## src/rtl/imem_loader_if.sv

```systemverilog
// Host-side load bus for imem_loader: the byte stream in, the instruction-memory write port
// out, and load status.
interface imem_loader_if #(
  parameter int LEN_W = 11
);
  logic             start;
  logic [LEN_W-1:0] len;
  logic [7:0]       in_data;
  logic             in_valid;
  logic             in_ready;
  logic             we;
  logic [31:0]      waddr;
  logic [31:0]      wdata;
  logic             busy;
  logic             run;

  modport master (
    output start, len, in_data, in_valid,
    input  in_ready, we, waddr, wdata, busy, run
  );

  modport slave (
    input  start, len, in_data, in_valid,
    output in_ready, we, waddr, wdata, busy, run
  );
endinterface

```

## src/rtl/imem_loader.sv

```systemverilog
// Packs a little-endian byte stream into 32-bit words and writes them sequentially from
// address 0. It raises run once the image is complete.
module imem_loader #(
  parameter int DEPTH  = 1024,
  parameter int ADDR_W = 10,
  parameter int LEN_W  = 11
) (
  input  logic         clk,
  input  logic         rst,
  imem_loader_if.slave bus
);

  typedef enum logic [1:0] {IDLE, RECV, WRITE, DONE} state_e;

  state_e           state_q, state_d;
  logic [1:0]       byte_cnt_q, byte_cnt_d;
  logic [LEN_W-1:0] word_cnt_q, word_cnt_d;
  logic [LEN_W-1:0] len_q, len_d;
  logic [31:0]      wdata_q, wdata_d;
  logic [31:0]      waddr_q, waddr_d;
  logic             we_q, we_d;

  // Requested lengths larger than the memory are clamped so waddr can never overflow.
  function automatic logic [LEN_W-1:0] clamp_len(input logic [LEN_W-1:0] l);
    return (l > LEN_W'(DEPTH)) ? LEN_W'(DEPTH) : l;
  endfunction

  always_ff @(posedge clk) begin
    if (rst) begin
      state_q    <= IDLE;
      byte_cnt_q <= '0;
      word_cnt_q <= '0;
      len_q      <= '0;
      wdata_q    <= '0;
      waddr_q    <= '0;
      we_q       <= 1'b0;
    end else begin
      state_q    <= state_d;
      byte_cnt_q <= byte_cnt_d;
      word_cnt_q <= word_cnt_d;
      len_q      <= len_d;
      wdata_q    <= wdata_d;
      waddr_q    <= waddr_d;
      we_q       <= we_d;
    end
  end

  always_comb begin
    state_d    = state_q;
    byte_cnt_d = byte_cnt_q;
    word_cnt_d = word_cnt_q;
    len_d      = len_q;
    wdata_d    = wdata_q;
    waddr_d    = waddr_q;
    we_d       = 1'b0;
    unique case (state_q)
      IDLE, DONE: begin
        if (bus.start) begin
          if (bus.len != '0) begin
            byte_cnt_d = '0;
            word_cnt_d = '0;
            len_d      = clamp_len(bus.len);
            state_d    = RECV;
          end else begin
            state_d    = DONE;
          end
        end
      end
      RECV: begin
        if (bus.in_valid) begin
          // Shift in from the top so the first byte ends up in [7:0] after four bytes.
          wdata_d    = {bus.in_data, wdata_q[31:8]};
          byte_cnt_d = byte_cnt_q + 2'd1;
          if (byte_cnt_q == 2'd3) begin
            state_d = WRITE;
            we_d    = 1'b1;
            waddr_d = 32'({word_cnt_q[ADDR_W-1:0], 2'b00});
          end
        end
      end
      WRITE: begin
        word_cnt_d = word_cnt_q + LEN_W'(1);
        state_d    = (word_cnt_d == len_q) ? DONE : RECV;
      end
      default: state_d = IDLE;
    endcase
  end

  assign bus.in_ready = (state_q == RECV);
  assign bus.busy     = (state_q == RECV) || (state_q == WRITE);
  assign bus.run      = (state_q == DONE);
  assign bus.we       = we_q;
  assign bus.waddr    = waddr_q;
  assign bus.wdata    = wdata_q;

endmodule

```

## src/flat_wrapper.sv

```systemverilog
// flat-port wrapper written by rule: the top's interface ports become plain ports
module imem_loader_flat 
#(
  parameter int DEPTH  = 1024,
  parameter int ADDR_W = 10,
  parameter int LEN_W  = 11
)
  (clk, rst, bus_start, bus_len, bus_in_data, bus_in_valid, bus_in_ready, bus_we, bus_waddr, bus_wdata, bus_busy, bus_run);
  imem_loader_if #(.LEN_W(LEN_W)) bus_i ();
  input  logic clk;
  input  logic rst;
  input wire logic [$bits(bus_i.start)-1:0] bus_start;
  input wire logic [$bits(bus_i.len)-1:0] bus_len;
  input wire logic [$bits(bus_i.in_data)-1:0] bus_in_data;
  input wire logic [$bits(bus_i.in_valid)-1:0] bus_in_valid;
  output wire logic [$bits(bus_i.in_ready)-1:0] bus_in_ready;
  output wire logic [$bits(bus_i.we)-1:0] bus_we;
  output wire logic [$bits(bus_i.waddr)-1:0] bus_waddr;
  output wire logic [$bits(bus_i.wdata)-1:0] bus_wdata;
  output wire logic [$bits(bus_i.busy)-1:0] bus_busy;
  output wire logic [$bits(bus_i.run)-1:0] bus_run;
  assign bus_i.start = bus_start;
  assign bus_i.len = bus_len;
  assign bus_i.in_data = bus_in_data;
  assign bus_i.in_valid = bus_in_valid;
  assign bus_in_ready = bus_i.in_ready;
  assign bus_we = bus_i.we;
  assign bus_waddr = bus_i.waddr;
  assign bus_wdata = bus_i.wdata;
  assign bus_busy = bus_i.busy;
  assign bus_run = bus_i.run;
  imem_loader #(.DEPTH(DEPTH), .ADDR_W(ADDR_W), .LEN_W(LEN_W)) u_core (.clk(clk), .rst(rst), .bus(bus_i));
endmodule
```

## config.mk

```make
export PLATFORM = sky130hd
export DESIGN_NAME = imem_loader_flat
export DESIGN_NICKNAME = d
export VERILOG_FILES = /design/src/rtl/imem_loader_if.sv /design/src/rtl/imem_loader.sv /design/src/flat_wrapper.sv
export SDC_FILE = /design/constraint.sdc
export NUM_CORES = 1
export LEC_CHECK = 0
export ABC_CLOCK_PERIOD_IN_PS = 1900
export CORE_ASPECT_RATIO = 1.4
export CORE_MARGIN = 5
export CORE_UTILIZATION = 43
export DETAILED_ROUTE_END_ITERATION = 6
export PLACE_DENSITY = 0.85
export REMOVE_ABC_BUFFERS = 1
export SYNTH_ARGS = -nofsm -noshare
export SYNTH_HDL_FRONTEND = slang
export SYNTH_SLANG_ARGS = --single-unit
```

## constraint.sdc

```tcl
create_clock -name clk -period 1.9 [get_ports clk]
set_input_delay 0.38 -clock clk [delete_from_list [all_inputs] [get_ports clk]]
set_output_delay 0.38 -clock clk [all_outputs]
set_load 0.005 [all_outputs]
```

Word level (Yosys, flattened, before mapping)
Index checks and enable logic that the tools add are counted.
W data, S select, Z words.
Word-level totals
  register bits: 69
  bits of input ports: 23
  output and inout port bits: 68
  logic and storage cells: 49
Cells by class
  $add $sub $neg: 2
  $lt $le $gt $ge: 1
  equal/unequal tests: 9
  mux-type cells: 15
  bitwise gates (word level): 2
  reductions and logical operators: 13
Operator list (count)
  $mux W11: 3
  $pmux W11 S2: 1
  $mux W2: 8
  $reduce_and A3 Y1: 4
  $add A11 B1 Y11 const B: 1
  $eq A11 B11 Y1: 1
  $gt A11 B11 Y1 const B: 1
  $reduce_bool A11 Y1: 1
  $eq A2 B2 Y1 const B: 3
  $pmux W2 S3: 1
  $ne A2 B1 Y1 const B: 2
  $ne A2 B2 Y1 const B: 2
  $pmux W2 S2: 1
  $reduce_and A4 Y1: 1
  $reduce_bool A2 Y1: 2
  $reduce_or A3 Y1: 1
  $add A2 B1 Y2 const B: 1
  $eq A2 B1 Y1 const B: 1
  $logic_not A2 Y1: 1
  $not A1 Y1: 2
  $reduce_and A2 Y1: 1
  $reduce_or A2 Y1: 1
  $logic_or A1 B1 Y1: 1
  $mux W1: 1

Longest topological paths before layout
Gate-level depths: netlist (run 1).
  depth after elaboration: 4
  depth in mapped cells: 8
  depth with buffers taken out: 7

Worst setup path after synthesis (run 1)
OpenSTA, ideal clock, no wires.
  path type: flip-flop to flip-flop
  start point: register u_core.state_q[0]
  end point: register u_core.state_q[1]
  setup time: 0.096 ns
  arrival time: 1.913 ns
  required time: 1.804 ns
  slack: -0.109 ns
  stages on the path, launching flop included: 9
  path buffers: 1
  clock period less this slack: 2.009 ns
  cells stage by stage: dfxtp_1 > inv_1 > ha_1 > buf_2 > clkinv_1 > nand3_1 > a2111o_1 > or4_1 > o41ai_2
Between the ends
  longest elaborated chain between the ends: 4
  elaborated cells between the ends (all ways): 10
  classes of those cells: eq/ne (6); mux (1); reduce/logical (3)
RTL lines
  start: declaration: line imem_loader.sv:15  | state_e state_q, state_d;
  start signal: assignment: line imem_loader.sv:38  | state_q <= state_d;
  $eq A2 B2 Y1 or $logic_not A2 Y1 (tied branches): line imem_loader.sv:56  | unique case (state_q)
  $reduce_or A2 Y1: line imem_loader.sv:56
  $ne A2 B2 Y1 (no source line)
  $reduce_and A3 Y1 (no source line)
Parallel ways exist; a longest one is shown, timed or not.
A chain may end at the register's enable or synchronous reset.

Final worst setup path (run 1)
  start point: register u_core.word_cnt_q[1]
  end point: register u_core.state_q[1]
Between the ends
  longest elaborated chain between the ends: 4
RTL lines
  start: declaration: line imem_loader.sv:17  | logic [LEN_W-1:0] word_cnt_q, word_cnt_d;
  start signal: assignment: line imem_loader.sv:40  | word_cnt_q <= word_cnt_d;
  $add A11 B1 Y11: line imem_loader.sv:82  | word_cnt_d = word_cnt_q + LEN_W'(1);
  $eq A11 B11 Y1: line imem_loader.sv:83  | state_d = (word_cnt_d == len_q) ? DONE : RECV;
  $mux W2: line imem_loader.sv:83
  $pmux W2 S3: line imem_loader.sv:56
No other way between the ends.

==> results of run 1 <==
[power by group through the flow]
stage | logic, mW | clock network, mW | registers, mW
floorplan | 0.530 | 0 | 1.64
global placement | 1.15 | 0 | 1.63
detailed placement | 1.18 | 0 | 1.64
CTS | 1.21 | 1.58 | 1.61
global route | 1.48 | 1.64 | 1.63
finish | 1.35 | 1.56 | 1.62
[routing by layer]
metal	up-vias	GRT usage	share of wire
met5	-	0	0
met4	0	0.0763	0.031
met3	25	0.0595	0.085
li1	1525	-	-
met2	137	0.320	0.52
met1	1474	0.188	0.37
[stage by stage]
stage | std cells | cell area (sq um) | hold slack (ns) | TNS [ns]
detailed placement | 583 | 4080 | 0.446 | -6.26
finish | 602 | 4500 | 0.361 | -0.0126
global placement | 583 | 4080 | 0.441 | -5.12
CTS | 598 | 4380 | 0.404 | 0
global route | 602 | 4500 | 0.363 | -0.108
floorplan | 386 | 3020 | 0.437 | -1.02
[how the worst max path moves through the flow]
stage | startpoint | to | slack [ns]
after floorplan | u_core.state_q[0]$_SDFFE_PP0P_ | u_core.bus.waddr[10]$_SDFFE_PP0P_ | -0.09
after global placement | bus_len[1] | u_core.state_q[1]$_SDFFE_PP0P_ | -0.28
after detailed placement | bus_len[4] | u_core.word_cnt_q[5]$_SDFFE_PP0P_ | -0.34
after CTS | bus_len[4] | u_core.word_cnt_q[5]$_SDFFE_PP0P_ | 0.01
after global routing | u_core.word_cnt_q[0]$_SDFFE_PP0P_ | u_core.state_q[1]$_SDFFE_PP0P_ | -0.09
final | u_core.word_cnt_q[1]$_SDFFE_PP0P_ | u_core.state_q[1]$_SDFFE_PP0P_ | -0.01
[area by class of cell]
type | count | area, sq um | area share
tap | 97 | 121 | 0.0270
clock buffer | 9 | 124 | 0.0275
clock inverter | 6 | 136 | 0.0303
multi-input combinational | 309 | 1710 | 0.379
inverter | 8 | 32.5 | 0.00722
timing repair buffer | 104 | 995 | 0.221
sequential | 69 | 1390 | 0.308
[synth_stat cells, types with 4 or more instances]
library cell | number | area (sq um)
nand2_1 | 107 | 402
a21oi_1 | 70 | 350
dfxtp_1 | 69 | 1380
buf_4 | 22 | 165
clkbuf_1 | 20 | 75.1
nand3_1 | 17 | 85.1
nor2_1 | 13 | 48.8
o21ai_0 | 12 | 60.1
xnor2_1 | 10 | 87.6
or3_1 | 8 | 50.1
inv_1 | 7 | 26.3
ha_1 | 6 | 75.1
xor2_1 | 5 | 43.8
and3_1 | 4 | 25.0
[cell families after synthesis]
kind of cell | synth area share
other | 0.00116
AO/OA/AOI/OAI | 0.182
AND/OR/NAND/NOR | 0.218
buffers and inverters | 0.0974
adder cells (fa/ha/maj) | 0.0233
multiplexers | 0.00311
flip-flops | 0.429
XOR/XNOR | 0.0458
[flip-flops by register name, indices dropped and copies added (netlist names)]
name	cells
u_core.bus.wdata	32
u_core.byte_cnt_q	2
u_core.word_cnt_q	11
u_core.len_q	11
u_core.bus.we	1
u_core.state_q	2
u_core.bus.waddr	10
[layout by cell type, fill, tap and decap left out, types with 4 or more instances in the layout]
cell             netlist  final
nand2_1              107    107
a21oi_1               70     70
dfxtp_1               69     65
clkdlybuf4s50_1        0     58
buf_4                 22     30
conb_1                 1     22
nand3_1               17     16
nor2_1                13     13
o21ai_0               12     12
xnor2_1               10      9
clkbuf_8               0      9
inv_1                  7      7
or3_1                  8      7
dlymetal6s2s_1         0      7
xor2_1                 5      5
and3_1                 4      4
bufinv_16              0      4
dfxtp_2                0      4
[worst min-delay path, delay by kind of cell]
family          cells  cell delay (ns)
compound gates      1             0.06
buf+inv             1             0.14
simple gates        1             0.08
[repair_timing]
item / in CTS / in global routing
endpoints found under the setup margin: 4 / 17
gates cloned: 0 / 1
resized for setup: 10 / 24
pin swaps: 0 / 7
setup buffers: 0 / 3
==> flow_summary.ini, run 1 <==
[outcome]
status = complete, but fails checks
violations = negative setup slack

[setup_path]
endpoint_kind = register
r2r-start = u_core.word_cnt_q[1]$_SDFFE_PP0P_
crit_buf_inv = 0
cp_num_cells = 6
worstSetupStartpointType = register
cp_top_family = compound AO/OA/AOI/OAI gates
rrSetupSlack_ns = -0.01
crit_fanout = 5
critPathRequiredTime_ns = 2.13
arrival_ns = 2.15
critical-path-max-stage-delay_ns = 0.44
slowest_stage = or4_4
crit_chain = ha_4 -> xnor2_2 -> xnor2_1 -> a2111o_1 -> or4_4 -> o41ai_4
critical_path_class = register to register
r2r_cells = 6
r2r-end = u_core.state_q[1]$_SDFFE_PP0P_

[floorplanning]
core-area_sq_mm = 0.00731
num_rows = 37
die_w_um = 83.2
design.die.area_sq_mm = 0.00935
pin_count = 91
die_h_um = 112
start_util = 0.441

[drt]
vias = 3161
drt_iter0_drc = 240
drc_errors = 0
wirelength_um = 8700
avgRoutedWirePerCell_um = 14.5
antenna_left = 0
via_per_inst = 5.25
firstDrtPassIters = 5

[synthesis]
seq_area_frac_synth = 0.429
synth-edff-count = 0
syn_avg_cell_area_sq_um = 7.77
ys_warn_count = 0
synthDistinctLibCells = 46
ys_ff_latch = 69
netlist_instances = 415
syn_area_sq_mm = 0.00322
synthArstFlopShare = 0
synth_ff_type = dfxtp_1

[global_routing]
grt_pass1_wl_um = 13900
grt_max_degree = 70
antenna_found_initial = 0
grt_overflow = 0
grt_use_total = 0.178
grt_pass1_vias = 3033

[power]
p_clk_frac = 0.344
design_power_total_mw = 4.53
p_seq_frac = 0.358
swShare = 0.295
worst_ir_drop_vdd_mv = 0.694
p_leak_nw = 1.70
p_comb_frac = 0.299
power.internal_mw = 3.19
p_sw_mw = 1.34
powerDensity_mw_per_mm2 = 1010

[hold_path]
hold_class = primary input to register
hold_path_end = u_core.len_q[7]$_SDFFE_PP0P_
holdCritStartpoint = bus_len[7]
hold_depth = 3

[sta]
fmax_mhz = 523
drv_slew = 0
setup_violations = 1
fin_ws_ns = -0.0126
min_period_over_period = 1.01
hold_violations = 0
fin_crit_ns = 1.91
rsz0062_at_grt = true
skew_ns = 0.00803

[placement]
dp_hpwl_um = 5970
port_buffers = 68
gp_congestion = 0.889
pre_cts_ws_ns = -0.338

[finish]
drive_above_1_share = 0.147
syn2layout_area_growth_pct = 39.7
fin_nets = 530
final_util = 0.616
num-fill-cells = 620
antennaDiodeCount = 0

[clock_network]
cts_hold_buffers = 0
clock-sinks = 69
cts_htree_levels = 3
cts_tree = done
clkTransAtPathRegs_ns = 0.08
insertion_delay_ns = 0.34
cts_buffers = 9
cts_root_buffer = clkbuf_8
clock_path_buffers = 2

[job]
cap_violations = 0
(Power assumes the default switching activity.)
==> run 2, diff against run 1 <==
--- a/config.mk
+++ b/config.mk
@@ -5,12 +5,12 @@
 export SDC_FILE = /design/constraint.sdc
 export NUM_CORES = 1
 export LEC_CHECK = 0
-export ABC_CLOCK_PERIOD_IN_PS = 1900
+export ABC_CLOCK_PERIOD_IN_PS = 2100
 export CORE_ASPECT_RATIO = 1.4
 export CORE_MARGIN = 5
-export CORE_UTILIZATION = 43
+export CORE_UTILIZATION = 48
 export DETAILED_ROUTE_END_ITERATION = 6
-export PLACE_DENSITY = 0.85
+export PLACE_DENSITY = 0.89
 export REMOVE_ABC_BUFFERS = 1
 export SYNTH_ARGS = -nofsm -noshare
 export SYNTH_HDL_FRONTEND = slang
==> constraint.sdc (replaced) <==
create_clock -name clk -period 2.1 [get_ports clk]
set_input_delay 0.42 -clock clk [delete_from_list [all_inputs] [get_ports clk]]
set_output_delay 0.42 -clock clk [all_outputs]
set_load 0.005 [all_outputs]
==> run 2 against run 1 <==
  * Die area shrank 9.4%
  * Clock skew increased by 0.0024 ns
  * Design area fell by 5.9%
  * The flow now finishes without violations
  * Fmax fell by 3.7%
  * Worst setup slack better by 0.13 ns
  * Sequential power is 9.9% lower
  * Via count shrank 3.3%
  * Hold slack gained 0.089 ns
==> flow_summary.ini, run 2 (synthesized netlist as in run 1, its figures left out) <==
[hold_path]
hold_class = primary input to register
hold_path_end = u_core.state_q[1]$_SDFFE_PP0P_
hold_depth = 3
holdCritStartpoint = rst

[power]
p_seq_frac = 0.405
powerDensity_mw_per_mm2 = 850
p_sw_mw = 1.15
swShare = 0.318
worst_ir_drop_vdd_mv = 0.580
p_clk_frac = 0.304
power.internal_mw = 2.46
p_comb_frac = 0.291
p_leak_nw = 1.54

[floorplanning]
die_w_um = 79.3
design.die.area_sq_mm = 0.00848
core-area_sq_mm = 0.00657
die_h_um = 107
pin_count = 91
num_rows = 35
start_util = 0.491

[clock_network]
cts_buffers = 9
insertion_delay_ns = 0.35
cts_hold_buffers = 0
cts_htree_levels = 3
cts_tree = done
clkTransAtPathRegs_ns = 0.08
clock_path_buffers = 2
clock-sinks = 69
cts_root_buffer = clkbuf_8
cts_setup_buffers = 0

[sta]
setup_violations = 0
fin_ws_ns = 0.114
drv_slew = 0
hold_violations = 0
fin_crit_ns = 1.99
skew_ns = 0.0104
min_period_over_period = 0.946
fmax_mhz = 504

[job]
cap_violations = 0

[setup_path]
endpoint_kind = register
slowest_stage = or4_1
r2r-end = u_core.state_q[1]$_SDFFE_PP0P_
r2r_cells = 6
arrival_ns = 2.23
worstSetupStartpointType = register
crit_path_frequent_cell = xnor2_1
r2r-start = u_core.word_cnt_q[1]$_SDFFE_PP0P_
rrSetupSlack_ns = 0.11
cp_top_family = compound AO/OA/AOI/OAI gates
critPathRequiredTime_ns = 2.34
critical-path-max-stage-delay_ns = 0.43
crit_chain = ha_2 -> xnor2_1 -> xnor2_1 -> a2111o_1 -> or4_1 -> o41ai_2
crit_buf_inv = 0
crit_fanout = 5
critical_path_class = register to register

[finish]
final_cell_mix = 107 x nand2_1, 70 x a21oi_1, 68 x dfxtp_1
fin_area_sq_mm = 0.00424
drive_above_1_share = 0.108
seqCellArea_sq_mm = 0.00138
largest_reg_flops = 32
fin_nets = 516
num-fill-cells = 563
multi_input_area_sq_mm = 0.00165
stdcell_count = 566
final_common_cell = nand2_1
antennaDiodeCount = 0
syn2layout_area_growth_pct = 31.5

[drt]
drt_iter0_drc = 182
via_per_inst = 5.40
avgRoutedWirePerCell_um = 14.7
drc_errors = 0
vias = 3056
wirelength_um = 8310
antenna_left = 0
firstDrtPassIters = 4

[global_routing]
antenna_found_initial = 0
grt_pass1_wl_um = 13500
grt_max_degree = 70
grt_pass1_vias = 3022
grt_use_total = 0.201
grt_overflow = 0

[placement]
port_buffers = 68
gp_congestion = 0.873
dpl_cell_area_sq_mm = 0.00399
dp.cells = 550
dp_hpwl_um = 5850
pre_cts_ws_ns = -0.250

[outcome]
status = finished, final reports clean
run 2: layer usage:
metal,up-vias,GRT usage,share of wire
met4,0,0.102,0.032
met1,1425,0.203,0.36
met5,-,0,0
met3,23,0.0697,0.079
li1,1495,-,-
met2,113,0.359,0.53
run 2: tightest hold or removal path, stage by stage:
cell     delay (ns)
buf_2          0.13
or4_1          0.14
o41ai_2        0.06
run 2: layout make-up:
type / count / share of cell area
tap: 74 / 0.0218
sequential: 69 / 0.326
clock inverter: 5 / 0.0142
timing repair buffer: 90 / 0.208
multi-input combinational: 309 / 0.388
clock buffer: 11 / 0.0334
inverter: 8 / 0.00826
run 2: metrics by stage:
stage	power [mW]	util	setup TNS, ns	hold slack, ns
floorplan	1.96	-	0	0.437
global placement	2.43	0.607	-2.17	0.441
detailed placement	2.46	0.607	-3.12	0.447
CTS	3.60	0.641	0	0.444
global route	3.79	0.645	-0.0244	0.468
finish	3.60	0.645	0	0.450
run 2: what timing repair did:
action,4_1_cts,5_1_grt
setup endpoints to repair,2,6
gates resized for setup,4,8
cloned,0,0
run 2: worst max path at each step:
stage / startpoint / end / depth (start not counted)
after floorplan: u_core.state_q[0]$_SDFFE_PP0P_ / u_core.bus.waddr[10]$_SDFFE_PP0P_ / 5
after global placement: bus_len[3] / u_core.word_cnt_q[2]$_SDFFE_PP0P_ / 7
after detailed placement: bus_len[1] / u_core.word_cnt_q[2]$_SDFFE_PP0P_ / 7
after CTS: u_core.state_q[1]$_SDFFE_PP0P_ / bus_in_ready / 3
after global routing: u_core.word_cnt_q[1]$_SDFFE_PP0P_ / u_core.state_q[1]$_SDFFE_PP0P_ / 6
final: u_core.word_cnt_q[1]$_SDFFE_PP0P_ / u_core.state_q[1]$_SDFFE_PP0P_ / 6
run 2: power by group through the flow:
stage	logic [mW]	registers [mW]	clock network, mW
after floorplan	0.480	1.48	0
after global placement	0.952	1.48	0
after detailed placement	0.973	1.49	0
after CTS	1.03	1.46	1.11
after global routing	1.15	1.47	1.17
final	1.05	1.46	1.10
